[src/rtl/router_reg_if.sv]
// Bundle of the router register stage's signals: source byte, FIFO status, FSM strobes, and the register outputs.
// The FSM/source side uses the master modport; the register stage uses the slave modport.
interface router_reg_if #(
  parameter int DATA_WIDTH = 8
);
  logic                  pkt_valid;
  logic [DATA_WIDTH-1:0] data_in;
  logic                  fifo_full;
  logic                  detect_add;
  logic                  lfd_state;
  logic                  ld_state;
  logic                  laf_state;
  logic                  full_state;
  logic                  rst_int_reg;
  logic [DATA_WIDTH-1:0] dout;
  logic                  parity_done;
  logic                  low_pkt_valid;
  logic                  err;

  modport master (
    output pkt_valid, data_in, fifo_full,
    output detect_add, lfd_state, ld_state, laf_state, full_state, rst_int_reg,
    input  dout, parity_done, low_pkt_valid, err
  );

  modport slave (
    input  pkt_valid, data_in, fifo_full,
    input  detect_add, lfd_state, ld_state, laf_state, full_state, rst_int_reg,
    output dout, parity_done, low_pkt_valid, err
  );
endinterface

[src/rtl/router_reg.sv]
// Datapath register stage of the 1x3 router: header capture, byte parking while the FIFO is full,
// running XOR parity and parity-error reporting back to the control FSM.
module router_reg #(
  parameter int DATA_WIDTH = 8
) (
  input logic         clock,
  input logic         reset,
  router_reg_if.slave bus
);

  logic [DATA_WIDTH-1:0] header_byte;
  logic [DATA_WIDTH-1:0] full_byte;
  logic [DATA_WIDTH-1:0] internal_parity;
  logic [DATA_WIDTH-1:0] packet_parity;
  logic [DATA_WIDTH-1:0] dout_q;
  logic [DATA_WIDTH-1:0] dout_next;
  logic                  parity_done_q;
  logic                  low_pkt_valid_q;
  logic                  err_q;

  // Address 2'b11 does not exist on a 1x3 router, so such a header is never captured.
  logic header_load;
  assign header_load = bus.detect_add && bus.pkt_valid && (bus.data_in[1:0] != 2'b11);

  // NOTE: every always_comb output gets a default first, so no path leaves it unassigned and no latch is inferred.
  always_comb begin
    dout_next = dout_q;
    if (bus.lfd_state)
      dout_next = header_byte;
    else if (bus.ld_state && !bus.fifo_full)
      dout_next = bus.data_in;
    else if (bus.laf_state)
      dout_next = full_byte;
  end

  // NOTE: sequential state uses non-blocking assignments so every register samples pre-edge values.
  always_ff @(posedge clock) begin
    if (reset) begin
      dout_q      <= '0;
      header_byte <= '0;
      full_byte   <= '0;
    end else begin
      dout_q <= dout_next;
      if (header_load)
        header_byte <= bus.data_in;
      if (bus.ld_state && bus.fifo_full)
        full_byte <= bus.data_in;
    end
  end

  always_ff @(posedge clock) begin
    if (reset)
      low_pkt_valid_q <= 1'b0;
    else if (bus.rst_int_reg)
      low_pkt_valid_q <= 1'b0;
    else if (bus.ld_state && !bus.pkt_valid)
      low_pkt_valid_q <= 1'b1;
  end

  // A byte parked in full_byte is folded in when it arrives; full_state blocks a second XOR of the held byte.
  always_ff @(posedge clock) begin
    if (reset)
      internal_parity <= '0;
    else if (bus.detect_add)
      internal_parity <= '0;
    else if (bus.lfd_state)
      internal_parity <= internal_parity ^ header_byte;
    else if (bus.ld_state && bus.pkt_valid && !bus.full_state)
      internal_parity <= internal_parity ^ bus.data_in;
  end

  always_ff @(posedge clock) begin
    if (reset) begin
      packet_parity <= '0;
      parity_done_q <= 1'b0;
    end else if (bus.detect_add) begin
      packet_parity <= '0;
      parity_done_q <= 1'b0;
    end else if (bus.ld_state && !bus.pkt_valid && !bus.fifo_full) begin
      packet_parity <= bus.data_in;
      parity_done_q <= 1'b1;
    end else if (bus.laf_state && low_pkt_valid_q && !parity_done_q) begin
      packet_parity <= full_byte;
      parity_done_q <= 1'b1;
    end
  end

  // err compares one edge after parity_done rises, then keeps re-evaluating the same stable values.
  always_ff @(posedge clock) begin
    if (reset)
      err_q <= 1'b0;
    else if (bus.detect_add)
      err_q <= 1'b0;
    else if (parity_done_q)
      err_q <= (internal_parity != packet_parity);
  end

  assign bus.dout          = dout_q;
  assign bus.parity_done   = parity_done_q;
  assign bus.low_pkt_valid = low_pkt_valid_q;
  assign bus.err           = err_q;

endmodule

[src/flat_wrapper.sv]
// flat-port wrapper written by rule: the top's interface ports become plain ports
module router_reg_flat 
#(
  parameter int DATA_WIDTH = 8
)
  (clock, reset, bus_pkt_valid, bus_data_in, bus_fifo_full, bus_detect_add, bus_lfd_state, bus_ld_state, bus_laf_state, bus_full_state, bus_rst_int_reg, bus_dout, bus_parity_done, bus_low_pkt_valid, bus_err);
  router_reg_if #(.DATA_WIDTH(DATA_WIDTH)) bus_i ();
  input logic clock;
  input logic reset;
  input wire logic [$bits(bus_i.pkt_valid)-1:0] bus_pkt_valid;
  input wire logic [$bits(bus_i.data_in)-1:0] bus_data_in;
  input wire logic [$bits(bus_i.fifo_full)-1:0] bus_fifo_full;
  input wire logic [$bits(bus_i.detect_add)-1:0] bus_detect_add;
  input wire logic [$bits(bus_i.lfd_state)-1:0] bus_lfd_state;
  input wire logic [$bits(bus_i.ld_state)-1:0] bus_ld_state;
  input wire logic [$bits(bus_i.laf_state)-1:0] bus_laf_state;
  input wire logic [$bits(bus_i.full_state)-1:0] bus_full_state;
  input wire logic [$bits(bus_i.rst_int_reg)-1:0] bus_rst_int_reg;
  output wire logic [$bits(bus_i.dout)-1:0] bus_dout;
  output wire logic [$bits(bus_i.parity_done)-1:0] bus_parity_done;
  output wire logic [$bits(bus_i.low_pkt_valid)-1:0] bus_low_pkt_valid;
  output wire logic [$bits(bus_i.err)-1:0] bus_err;
  assign bus_i.pkt_valid = bus_pkt_valid;
  assign bus_i.data_in = bus_data_in;
  assign bus_i.fifo_full = bus_fifo_full;
  assign bus_i.detect_add = bus_detect_add;
  assign bus_i.lfd_state = bus_lfd_state;
  assign bus_i.ld_state = bus_ld_state;
  assign bus_i.laf_state = bus_laf_state;
  assign bus_i.full_state = bus_full_state;
  assign bus_i.rst_int_reg = bus_rst_int_reg;
  assign bus_dout = bus_i.dout;
  assign bus_parity_done = bus_i.parity_done;
  assign bus_low_pkt_valid = bus_i.low_pkt_valid;
  assign bus_err = bus_i.err;
  router_reg #(.DATA_WIDTH(DATA_WIDTH)) u_core (.clock(clock), .reset(reset), .bus(bus_i));
endmodule
[config.mk]
export PLATFORM = sky130hd
export DESIGN_NAME = router_reg_flat
export DESIGN_NICKNAME = d
export VERILOG_FILES = /design/src/rtl/router_reg_if.sv /design/src/rtl/router_reg.sv /design/src/flat_wrapper.sv
export SDC_FILE = /design/constraint.sdc
export NUM_CORES = 1
export LEC_CHECK = 0
export ABC_AREA = 1
export CORE_MARGIN = 1
export CORE_UTILIZATION = 38
export CTS_BUF_LIST = sky130_fd_sc_hd__clkbuf_8
export CTS_CLUSTER_SIZE = 40
export DETAILED_ROUTE_END_ITERATION = 12
export PLACE_DENSITY = 0.59
export SLEW_MARGIN = 20
export SYNTH_ARGS = -nofsm -noshare
export SYNTH_HDL_FRONTEND = slang
export SYNTH_SLANG_ARGS = --single-unit
[constraint.sdc]
create_clock -name clock -period 2.2 [get_ports clock]
set_input_delay 0.22 -clock clock [delete_from_list [all_inputs] [get_ports clock]]
set_output_delay 0.22 -clock clock [all_outputs]
set_load 0.05 [all_outputs]
==> impl_results.rst, run 1 <==
.. list-table::
   :header-rows: 1

   * - Metric
     - Value
   * - Critical R2R Launch
     - u_core.bus.low_pkt_valid
   * - Antenna violations before repair
     - 0
   * - Outcome
     - finished clean
   * - Total count of hold-check failures in the final report
     - 0
   * - Resize count post-CTS
     - 0
   * - Leading cell type in the layout, fill and taps excluded
     - nand2_1
   * - Unrepaired setup endpoints after global routing
     - no
   * - Vias
     - 1888
   * - Clock skew after layout
     - 2.14 ps
   * - Post-Synthesis Mean Instance Area
     - 6.98 um^2
   * - Pin count of the biggest net entering global routing
     - 25
   * - Std-Cell Rows
     - 26
   * - Layout overhead on the synthesized area
     - 23.6%
   * - Height of the chip
     - 74.7 um
   * - Kind of cell adding the most delay to the critical path
     - buffers and inverters
   * - Clk buf depth
     - 2
   * - Sequential-to-total area share from yosys stat
     - 0.428
   * - Min Tclk post-route
     - 1760 ps
   * - R2r worst-path depth
     - 6
   * - I/O Buffers
     - 28
   * - Net switching fraction of the power
     - 0.261
   * - Maximum clock rate
     - 570 MHz
   * - Cts bufs inserted
     - 5
   * - GRT Residual Overflow
     - 0
   * - Min-Delay Path Class
     - in2reg
   * - Part of the power in combinational logic
     - 0.148
   * - Static leakage power
     - 1.06 nW
   * - Final setup violation count
     - 0
   * - Antenna Nets Post-Route
     - 0
   * - Net total in the final layout
     - 336
   * - Post-DP HPWL
     - 3790 um
   * - Most frequent cells in the layout
     - 55 x nand2_1, 48 x a21oi_1, 43 x dfxtp_1
   * - Number of distinct library cells after synthesis
     - 23
   * - Count of pins over their slew limit
     - 0
   * - Setup slack on the worst flop-to-flop path
     - 1040 ps
   * - Endpoint of the worst-slack reg-to-reg timing path
     - u_core.packet_parity[7]
   * - Peak VDD IR
     - 0.369 mV
   * - Fill cell count
     - 542
   * - Power density normalized to cell area
     - 746 mW/mm^2
   * - Drt drc
     - 0
   * - Crit Path Category
     - reg2out
   * - Required time of the critical path
     - 1980 ps
   * - Internal cell power
     - 1.37 mW
   * - Initial Util
     - 0.394
   * - First-pass iteration count of the detailed router
     - 5
   * - Chip Width
     - 74.7 um
   * - End of the critical path
     - bus_low_pkt_valid
   * - I/O pin count
     - 29
   * - Fraction of the cycle the final worst path needs
     - 0.798
   * - Nature of the critical path startpoint
     - register
   * - Final standard cell count with taps included and fillers excluded
     - 389
   * - Startpoint of the worst hold path
     - bus_rst_int_reg
   * - Flop and latch count out of synthesis
     - 43
   * - Die area
     - 0.00559 mm^2
   * - Instance count of the mapped netlist
     - 288
   * - Vias in the first global route
     - 1665
   * - Core Area
     - 0.00511 mm^2
   * - Clock power frac
     - 0.395
   * - Slew at the pin closest to its max-slew limit
     - 627 ps
   * - Portion of synthesized cell area occupied by the leading cell type
     - 0.428
   * - Critical path startpoint
     - u_core.bus.low_pkt_valid
   * - Number of placed instances with taps included
     - 381
   * - Max-capacitance violation count
     - 0
   * - Number of hold-repair buffers added at the cts stage
     - 0
   * - Standard cell with the maximum stage delay on the critical path
     - clkdlybuf4s50_1
   * - Clock latency reported for the late side of the worst-skew pair
     - 300 ps
   * - Leading cell types by total area after synthesis
     - dfxtp_1 43%, a21oi_1 12%, nand2_1 10%
   * - Maximum fanout along the worst path
     - 4
   * - Global placer's final weighted congestion
     - 0.826
   * - WP data arrival
     - 1540 ps
   * - Vias per inst
     - 4.85
   * - Net switching power
     - 485 uW
   * - ANT cells
     - 0
   * - Stages on worst setup path
     - 1
   * - Initial drt markers
     - 135
   * - Headroom to the max-slew limit
     - 0.582
   * - Total number of clock tree sinks
     - 43
   * - Cell Chain, Critical Path
     - clkdlybuf4s50_1
   * - Buffers and inverters on the worst path
     - 1
   * - Clock transition at path regs
     - 80 ps
   * - Net Count, Synth
     - 306
   * - Total routed wirelength
     - 5120 um
   * - Cell chosen for the clock root
     - clkbuf_8
   * - Layout cells sized above 1
     - 0.0690
   * - All-layer global routing usage
     - 0.201
   * - Synthesized area
     - 0.00201 mm^2
   * - First-pass GRT wire length
     - 8290 um
   * - Avg WL per Cell
     - 13.2 um
   * - H-tree Lvls
     - 2
   * - Biggest area consumer among synthesized cells
     - dfxtp_1
   * - Final-layout worst hold slack
     - 464 ps
   * - Total negative setup slack
     - 0 ps
   * - Worst setup EP type
     - output port
   * - Number of warnings reported in the yosys synthesis log
     - 0
   * - Sequential share of power
     - 0.456
   * - Clock tree from TritonCTS
     - built
   * - Post-CTS Setup Bufs
     - 0
   * - Crit path largest cell delay
     - 830 ps
==> sequential cells by signal (all words and copies together) (netlist names) <==
name                      cells
u_core.internal_parity        8
u_core.bus.low_pkt_valid      1
u_core.bus.err                1
u_core.full_byte              8
u_core.packet_parity          8
u_core.bus.dout               8
u_core.header_byte            8
u_core.bus.parity_done        1
==> synth_stat cells, drive strengths merged <==
master and instances:
nand2 58, a21oi 49, dfxtp 43, inv 37, o21ai 33, nor2 31, nand3 14, o22ai 8
buf 5, clkbuf 3, o211ai 3, nor3 2, xnor2 2
==> worst reg2reg max path, delay by kind of cell, from the launching register on <==
| kind | cells | cell delay, ps |
|---|---|---|
| buffers and inverters | 1 | 170 |
| AO/OA/AOI/OAI | 2 | 280 |
| flip-flops | 1 | 400 |
| AND/OR/NAND/NOR | 3 | 220 |
==> worst min-delay path by stage <==
stage                                to  slack [ps]  cells past startpoint
4_1_cts        u_core.bus.low_pkt_valid         460                      2
5_1_grt        u_core.bus.low_pkt_valid         470                      2
2_1_floorplan  u_core.bus.low_pkt_valid         300                      1
3_3_place_gp        u_core.full_byte[7]         470                      2
3_5_place_dp        u_core.full_byte[7]         480                      2
6_report       u_core.bus.low_pkt_valid         460                      2
==> metal layers <==
metal / vias up / GRT usage / share of wire
met5: - / 0 / 0
met1: 830 / 0.307 / 0.54
met4: 0 / 0.0566 / 0.0053
met3: 5 / 0.0442 / 0.041
li1: 1018 / - / -
met2: 35 / 0.280 / 0.41
==> final cells by class <==
type	count	area [um^2]	share of cell area
Tap cell	70	87.6	0.0352
Inverter	37	139	0.0559
Clock buffer	5	68.8	0.0277
Timing Repair Buffer	31	303	0.122
Clock inverter	3	63.8	0.0257
Multi-Input combinational cell	200	963	0.388
Sequential cell	43	861	0.346
==> cells by family (layout without fill, tap and decap cells) <==
kind of cell | count (synthesis) | count (layout) | share of synthesized area
AO/OA/AOI/OAI | 93 | 93 | 0.242
XOR/XNOR | 2 | 2 | 0.00871
buffers and inverters | 45 | 76 | 0.0927
flip-flops | 43 | 43 | 0.428
AND/OR/NAND/NOR | 105 | 105 | 0.228
==> per-stage QoR <==
stage	total power [mW]	cell area, um^2	util	setup slack, ps
after CTS	1.87	2490	0.487	438
after global placement	1.14	2350	0.461	508
final	1.86	2490	0.487	444
after detailed placement	1.14	2350	0.461	503
after global routing	1.93	2490	0.487	396
after floorplan	1.04	2010	-	787
==> power by group through the flow <==
| stage | logic (mW) | registers (mW) | clock network [mW] |
|---|---|---|---|
| final | 0.275 | 0.846 | 0.733 |
| after detailed placement | 0.274 | 0.863 | 0 |
| after global routing | 0.301 | 0.850 | 0.776 |
| after floorplan | 0.134 | 0.902 | 0 |
| after CTS | 0.276 | 0.846 | 0.745 |
| after global placement | 0.273 | 0.864 | 0 |
Power figures use the tool's default switching activity.
==> run 2, diff against run 1 <==
PLACE_DENSITY = 0.61   (was 0.59)
clock period = 1.52 ns   (was 2.2 ns; I/O delays follow)
==> run 2 against run 1 <==
  * Via count shrank 0.21%
  * Non-clock buffer count grew 8
  * Sequential cell count is the same
  * Register-to-register slack lost 720 ps
  * Critical path type is now in2reg
  * Wire length shrank 4.7%
  * Utilization grew 1.2 points
  * Largest cell class unchanged
  * Total power grew 45%
  * First-iteration DRC count shrank 18%
  * Clock power grew 45%
  * Setup slack lost 170 ps
  * Cell count grew 2.1%
==> impl_results.rst, run 2 (synthesized netlist as in run 1, its figures left out) <==
.. list-table::
   :header-rows: 1

   * - Metric
     - Value
   * - Setup slack on the worst flop-to-flop path
     - 320 ps
   * - ANT cells
     - 0
   * - Global placer's final weighted congestion
     - 0.796
   * - Worst-case setup slack after placement
     - -51.4 ps
   * - Static leakage power
     - 1.12 nW
   * - PnR worst setup slack
     - 272 ps
   * - Placed cell areas
     - 0.00241 mm^2
   * - Number of hold-repair buffers added at the cts stage
     - 0
   * - Pin count of the biggest net entering global routing
     - 26
   * - Headroom to the max-slew limit
     - 0.786
   * - Post-route cell area
     - 0.00255 mm^2
   * - Chip Width
     - 74.7 um
   * - Post-DP HPWL
     - 3690 um
   * - Layout cells sized above 1
     - 0.128
   * - Initial Util
     - 0.394
   * - Total routed wirelength
     - 4880 um
   * - Leading cell type in the layout, fill and taps excluded
     - nand2_1
   * - Antenna Nets Post-Route
     - 0
   * - Total count of hold-check failures in the final report
     - 0
   * - Clock skew after layout
     - 8.04 ps
   * - Avg WL per Cell
     - 12.3 um
   * - Die area
     - 0.00559 mm^2
   * - Cts bufs inserted
     - 5
   * - Required time of the critical path
     - 1710 ps
   * - Core Area
     - 0.00511 mm^2
   * - Antenna violations before repair
     - 0
   * - Drt drc
     - 0
   * - Peak VDD IR
     - 0.589 mV
   * - Count of pins over their slew limit
     - 0
   * - Clk buf depth
     - 2
   * - Final setup violation count
     - 0
   * - Clock transition at path regs
     - 80 ps
   * - Post-CTS Setup Bufs
     - 0
   * - Crit Path Category
     - in2reg
   * - Most frequent cells in the layout
     - 55 x nand2_1, 48 x a21oi_1, 43 x dfxtp_1
   * - Standard cell with the maximum stage delay on the critical path
     - clkdlybuf4s50_1
   * - Maximum clock rate
     - 801 MHz
   * - Worst setup EP type
     - register
   * - Final-layout worst hold slack
     - 399 ps
   * - I/O pin count
     - 29
   * - Resize count post-CTS
     - 0
   * - Fraction of the cycle the final worst path needs
     - 0.821
   * - Crit path largest cell delay
     - 530 ps
   * - GRT Residual Overflow
     - 0
   * - First-pass GRT wire length
     - 7890 um
   * - I/O Buffers
     - 28
   * - Vias in the first global route
     - 1620
   * - WP data arrival
     - 1440 ps
   * - H-tree Lvls
     - 2
   * - All-layer global routing usage
     - 0.191
   * - Cell Chain, Critical Path
     - clkdlybuf4s50_1 -> inv_2 -> nor3_4 -> nand2_1 -> a21oi_1 -> nor2_1
   * - Final standard cell count with taps included and fillers excluded
     - 397
   * - Outcome
     - finished clean
   * - Height of the chip
     - 74.7 um
   * - Design Power
     - 2.69 mW
   * - Unrepaired setup endpoints after global routing
     - no
   * - Power density normalized to cell area
     - 1060 mW/mm^2
   * - Net total in the final layout
     - 344
   * - First-pass iteration count of the detailed router
     - 4
   * - Vias
     - 1884
   * - Vias per inst
     - 4.75
   * - Clock latency reported for the late side of the worst-skew pair
     - 300 ps
   * - Min-Delay Path Class
     - in2reg
   * - Fill cell count
     - 536
   * - Cell chosen for the clock root
     - clkbuf_8
   * - Layout overhead on the synthesized area
     - 26.7%
   * - Clock tree from TritonCTS
     - built
   * - Initial drt markers
     - 111
   * - Nature of the critical path startpoint
     - input pin
   * - Std-Cell Rows
     - 26
   * - Maximum fanout along the worst path
     - 8
   * - Max-capacitance violation count
     - 0
   * - Number of placed instances with taps included
     - 389
   * - Min Tclk post-route
     - 1250 ps
   * - Slew at the pin closest to its max-slew limit
     - 320 ps
   * - Total number of clock tree sinks
     - 43
run 2: layer usage:
| metal | global-route usage | part of all wire | up-vias |
|---|---|---|---|
| met4 | 0.0692 | 0.0047 | 0 |
| met1 | 0.287 | 0.53 | 822 |
| met2 | 0.266 | 0.43 | 35 |
| li1 | - | - | 1025 |
| met5 | 0 | 0 | - |
| met3 | 0.0402 | 0.029 | 2 |
run 2: area by class of cell:
class                      count  area (um^2)  share of cell area
multi-input combinational    200          963               0.378
sequential                    43          861               0.338
timing repair buffer          39          360               0.141
inverter                      37          139              0.0545
tap                           70         87.6              0.0344
clock buffer                   5         68.8              0.0270
clock inverter                 3         67.6              0.0265
run 2: per-stage QoR:
stage	TNS (ps)	util
detailed placement	-289	0.472
global route	0	0.499
floorplan	0	-
global placement	-125	0.472
finish	0	0.499
CTS	0	0.499
run 2: critical path: cells and delay by family:
kind | cells | cell delay, ps
simple gates | 3 | 500
buf+inv | 2 | 630
compound gates | 1 | 150
run 2: worst paths after layout:
path / from / to / depth (start not counted)
worst max register to register: u_core.bus.low_pkt_valid / u_core.packet_parity[3] / 7
worst max-delay path: bus_ld_state / u_core.internal_parity[3] / 6
worst min-delay path: bus_rst_int_reg / u_core.bus.low_pkt_valid / 2
worst min register to register: u_core.full_byte[7] / u_core.full_byte[7] / 2
run 2: power breakdown:
group | switching [mW] | internal (mW) | total (mW) | leakage, nW
clock network | 0.405 | 0.655 | 1.06 | 0.0644
logic | 0.253 | 0.161 | 0.414 | 0.708
registers | 0.0349 | 1.18 | 1.22 | 0.352
==> run 3, diff against run 2 <==
clock period = 1.02 ns   (was 1.52 ns; I/O delays follow)
==> run 3 against run 2 <==
  * The flow now finishes with violations (negative setup slack)
  * Final area grew 17%
  * Wire length rose by 6.9%
  * First-iteration DRC count did not move
  * Worst hold slack worse by 120 ps
  * Cell count up 5.0%
  * Combinational power rose by 92%
  * Register-to-register slack worse by 310 ps
  * Die area did not move
  * Highest routed layer unchanged
==> impl_results.rst, run 3 (synthesized netlist as in run 1, its figures left out) <==
.. list-table::
   :header-rows: 1

   * - Metric
     - Value
   * - Fraction of the cycle the final worst path needs
     - 1.00
   * - Total count of hold-check failures in the final report
     - 0
   * - Clk buf depth
     - 2
   * - Nature of the critical path startpoint
     - register
   * - Critical R2R Launch
     - u_core.bus.low_pkt_valid
   * - End of the critical path
     - bus_parity_done
   * - Net switching power
     - 1.04 mW
   * - Required time of the critical path
     - 920 ps
   * - Net switching fraction of the power
     - 0.274
   * - Most frequent cells in the layout
     - 51 x nand2_1, 45 x a21oi_1, 34 x dfxtp_1
   * - Max-capacitance violation count
     - 0
   * - Maximum fanout along the worst path
     - 3
   * - Setup slack on the worst flop-to-flop path
     - 10 ps
   * - Min-Delay Path Class
     - in2reg
   * - Clock skew after layout
     - 2.69 ps
   * - Crit path largest cell delay
     - 370 ps
   * - First-pass iteration count of the detailed router
     - 4
   * - Layout overhead on the synthesized area
     - 48.4%
   * - Number of hold-repair buffers added at the cts stage
     - 0
   * - Clock tree from TritonCTS
     - built
   * - Global placer's final weighted congestion
     - 0.835
   * - R2r worst-path depth
     - 7
   * - H-tree Lvls
     - 2
   * - Total number of clock tree sinks
     - 43
   * - Failing checks
     - negative setup slack
   * - Die area
     - 0.00559 mm^2
   * - Static leakage power
     - 1.34 nW
   * - Vias in the first global route
     - 1747
   * - Cell chosen for the clock root
     - clkbuf_8
   * - Post-DP HPWL
     - 3840 um
   * - Sequential share of power
     - 0.484
   * - Pin count of the biggest net entering global routing
     - 25
   * - Internal cell power
     - 2.75 mW
   * - Clock transition at path regs
     - 80 ps
   * - All-layer global routing usage
     - 0.203
   * - Crit Path Category
     - reg2out
   * - Headroom to the max-slew limit
     - 0.800
   * - Count of pins over their slew limit
     - 0
   * - Final setup violation count
     - 1
   * - Worst setup EP type
     - output port
   * - Antenna violations before repair
     - 0
   * - Cell Chain, Critical Path
     - buf_6 -> buf_12
   * - Maximum clock rate
     - 979 MHz
   * - First-pass GRT wire length
     - 8410 um
   * - Drt drc
     - 0
   * - Avg WL per Cell
     - 12.5 um
   * - Height of the chip
     - 74.7 um
   * - Clock power frac
     - 0.306
   * - Peak VDD IR
     - 0.717 mV
   * - Endpoint of the worst-slack reg-to-reg timing path
     - u_core.packet_parity[1]
   * - Antenna Nets Post-Route
     - 0
   * - Net total in the final layout
     - 364
   * - PnR worst setup slack
     - -1.50 ps
   * - Standard cell with the maximum stage delay on the critical path
     - dfxtp_4
   * - Final-layout worst hold slack
     - 274 ps
   * - Layout cells sized above 1
     - 0.245
   * - Vias per inst
     - 4.83
   * - GRT Residual Overflow
     - 0
   * - Vias
     - 2014
   * - Outcome
     - finished, violations left
   * - Initial Util
     - 0.394
   * - ANT cells
     - 0
   * - Leading cell type in the layout, fill and taps excluded
     - nand2_1
   * - Critical path startpoint
     - u_core.bus.parity_done
   * - Part of the power in combinational logic
     - 0.210
   * - Initial drt markers
     - 111
   * - Clock latency reported for the late side of the worst-skew pair
     - 290 ps
   * - Kind of cell adding the most delay to the critical path
     - flip-flops
   * - Cts bufs inserted
     - 5
   * - I/O pin count
     - 29
   * - Std-Cell Rows
     - 26
   * - Chip Width
     - 74.7 um
   * - I/O Buffers
     - 28
   * - WP data arrival
     - 920 ps
   * - Unrepaired setup endpoints after global routing
     - yes
   * - Slew at the pin closest to its max-slew limit
     - 297 ps
   * - Total routed wirelength
     - 5220 um
   * - Min Tclk post-route
     - 1020 ps
   * - Total negative setup slack
     - -1.50 ps
   * - Stages on worst setup path
     - 2
   * - Power density normalized to cell area
     - 1270 mW/mm^2
   * - Buffers and inverters on the worst path
     - 2
   * - Core occupancy in the finished layout
     - 0.584
   * - Core Area
     - 0.00511 mm^2
==> run 3: worst min-delay path, stage by stage <==
cell	delay, ps
dlymetal6s2s_1	170
inv_1	90
buf_4	110
a21oi_1	50
==> run 3: final cells by class <==
type / count / area (um^2)
clock buffer: 7 / 96.3
clock inverter: 1 / 3.75
fill: 498 / 2120
inverter: 37 / 139
multi-input combinational: 200 / 1050
sequential: 43 / 877
tap: 70 / 87.6
timing repair buffer: 59 / 727
==> run 3: routing by layer <==
| metal | track usage | wire, um |
|---|---|---|
| met1 | 0.294 | 2640 |
| met2 | 0.295 | 2340 |
| met3 | 0.0509 | 201 |
| met4 | 0.0671 | 38 |
| met5 | 0 | 0 |
==> run 3: worst min path at each step <==
stage / end / cells after the start / slack (ps) / from
3_5_place_dp: u_core.full_byte[7] / 2 / 470 / u_core.full_byte[7]
5_1_grt: u_core.header_byte[1] / 4 / 270 / bus_data_in[1]
6_report: u_core.full_byte[1] / 4 / 270 / bus_data_in[1]
4_1_cts: u_core.full_byte[7] / 3 / 300 / bus_fifo_full
3_3_place_gp: u_core.full_byte[7] / 2 / 460 / u_core.full_byte[7]
2_1_floorplan: u_core.bus.low_pkt_valid / 1 / 170 / bus_rst_int_reg
==> run 3: what timing repair did <==
item                       in CTS  in global routing
gates resized for setup        16                 26
setup buffers                   2                  1
pin swaps                       2                  9
setup endpoints to repair      31                 25
cloned                          1                  0
==> run 3: per-stage QoR <==
step                power, mW  instances  worst slack (ps)  area (um^2)
detailed placement       2.61        405              -543         2710
finish                   3.79        417             -1.50         2980
global placement         2.60        405              -479         2710
floorplan                2.23        288             -5.78         2030
global route             4.01        417             -75.0         2980
CTS                      3.81        416             -7.45         2910
==> run 3: power groups by stage <==
stage	Clock, mW	Combinational, mW	Sequential (mW)
after floorplan	0	0.290	1.94
after global routing	1.30	0.857	1.85
after detailed placement	0	0.743	1.87
after CTS	1.20	0.783	1.83
after global placement	0	0.740	1.86
final	1.16	0.796	1.83
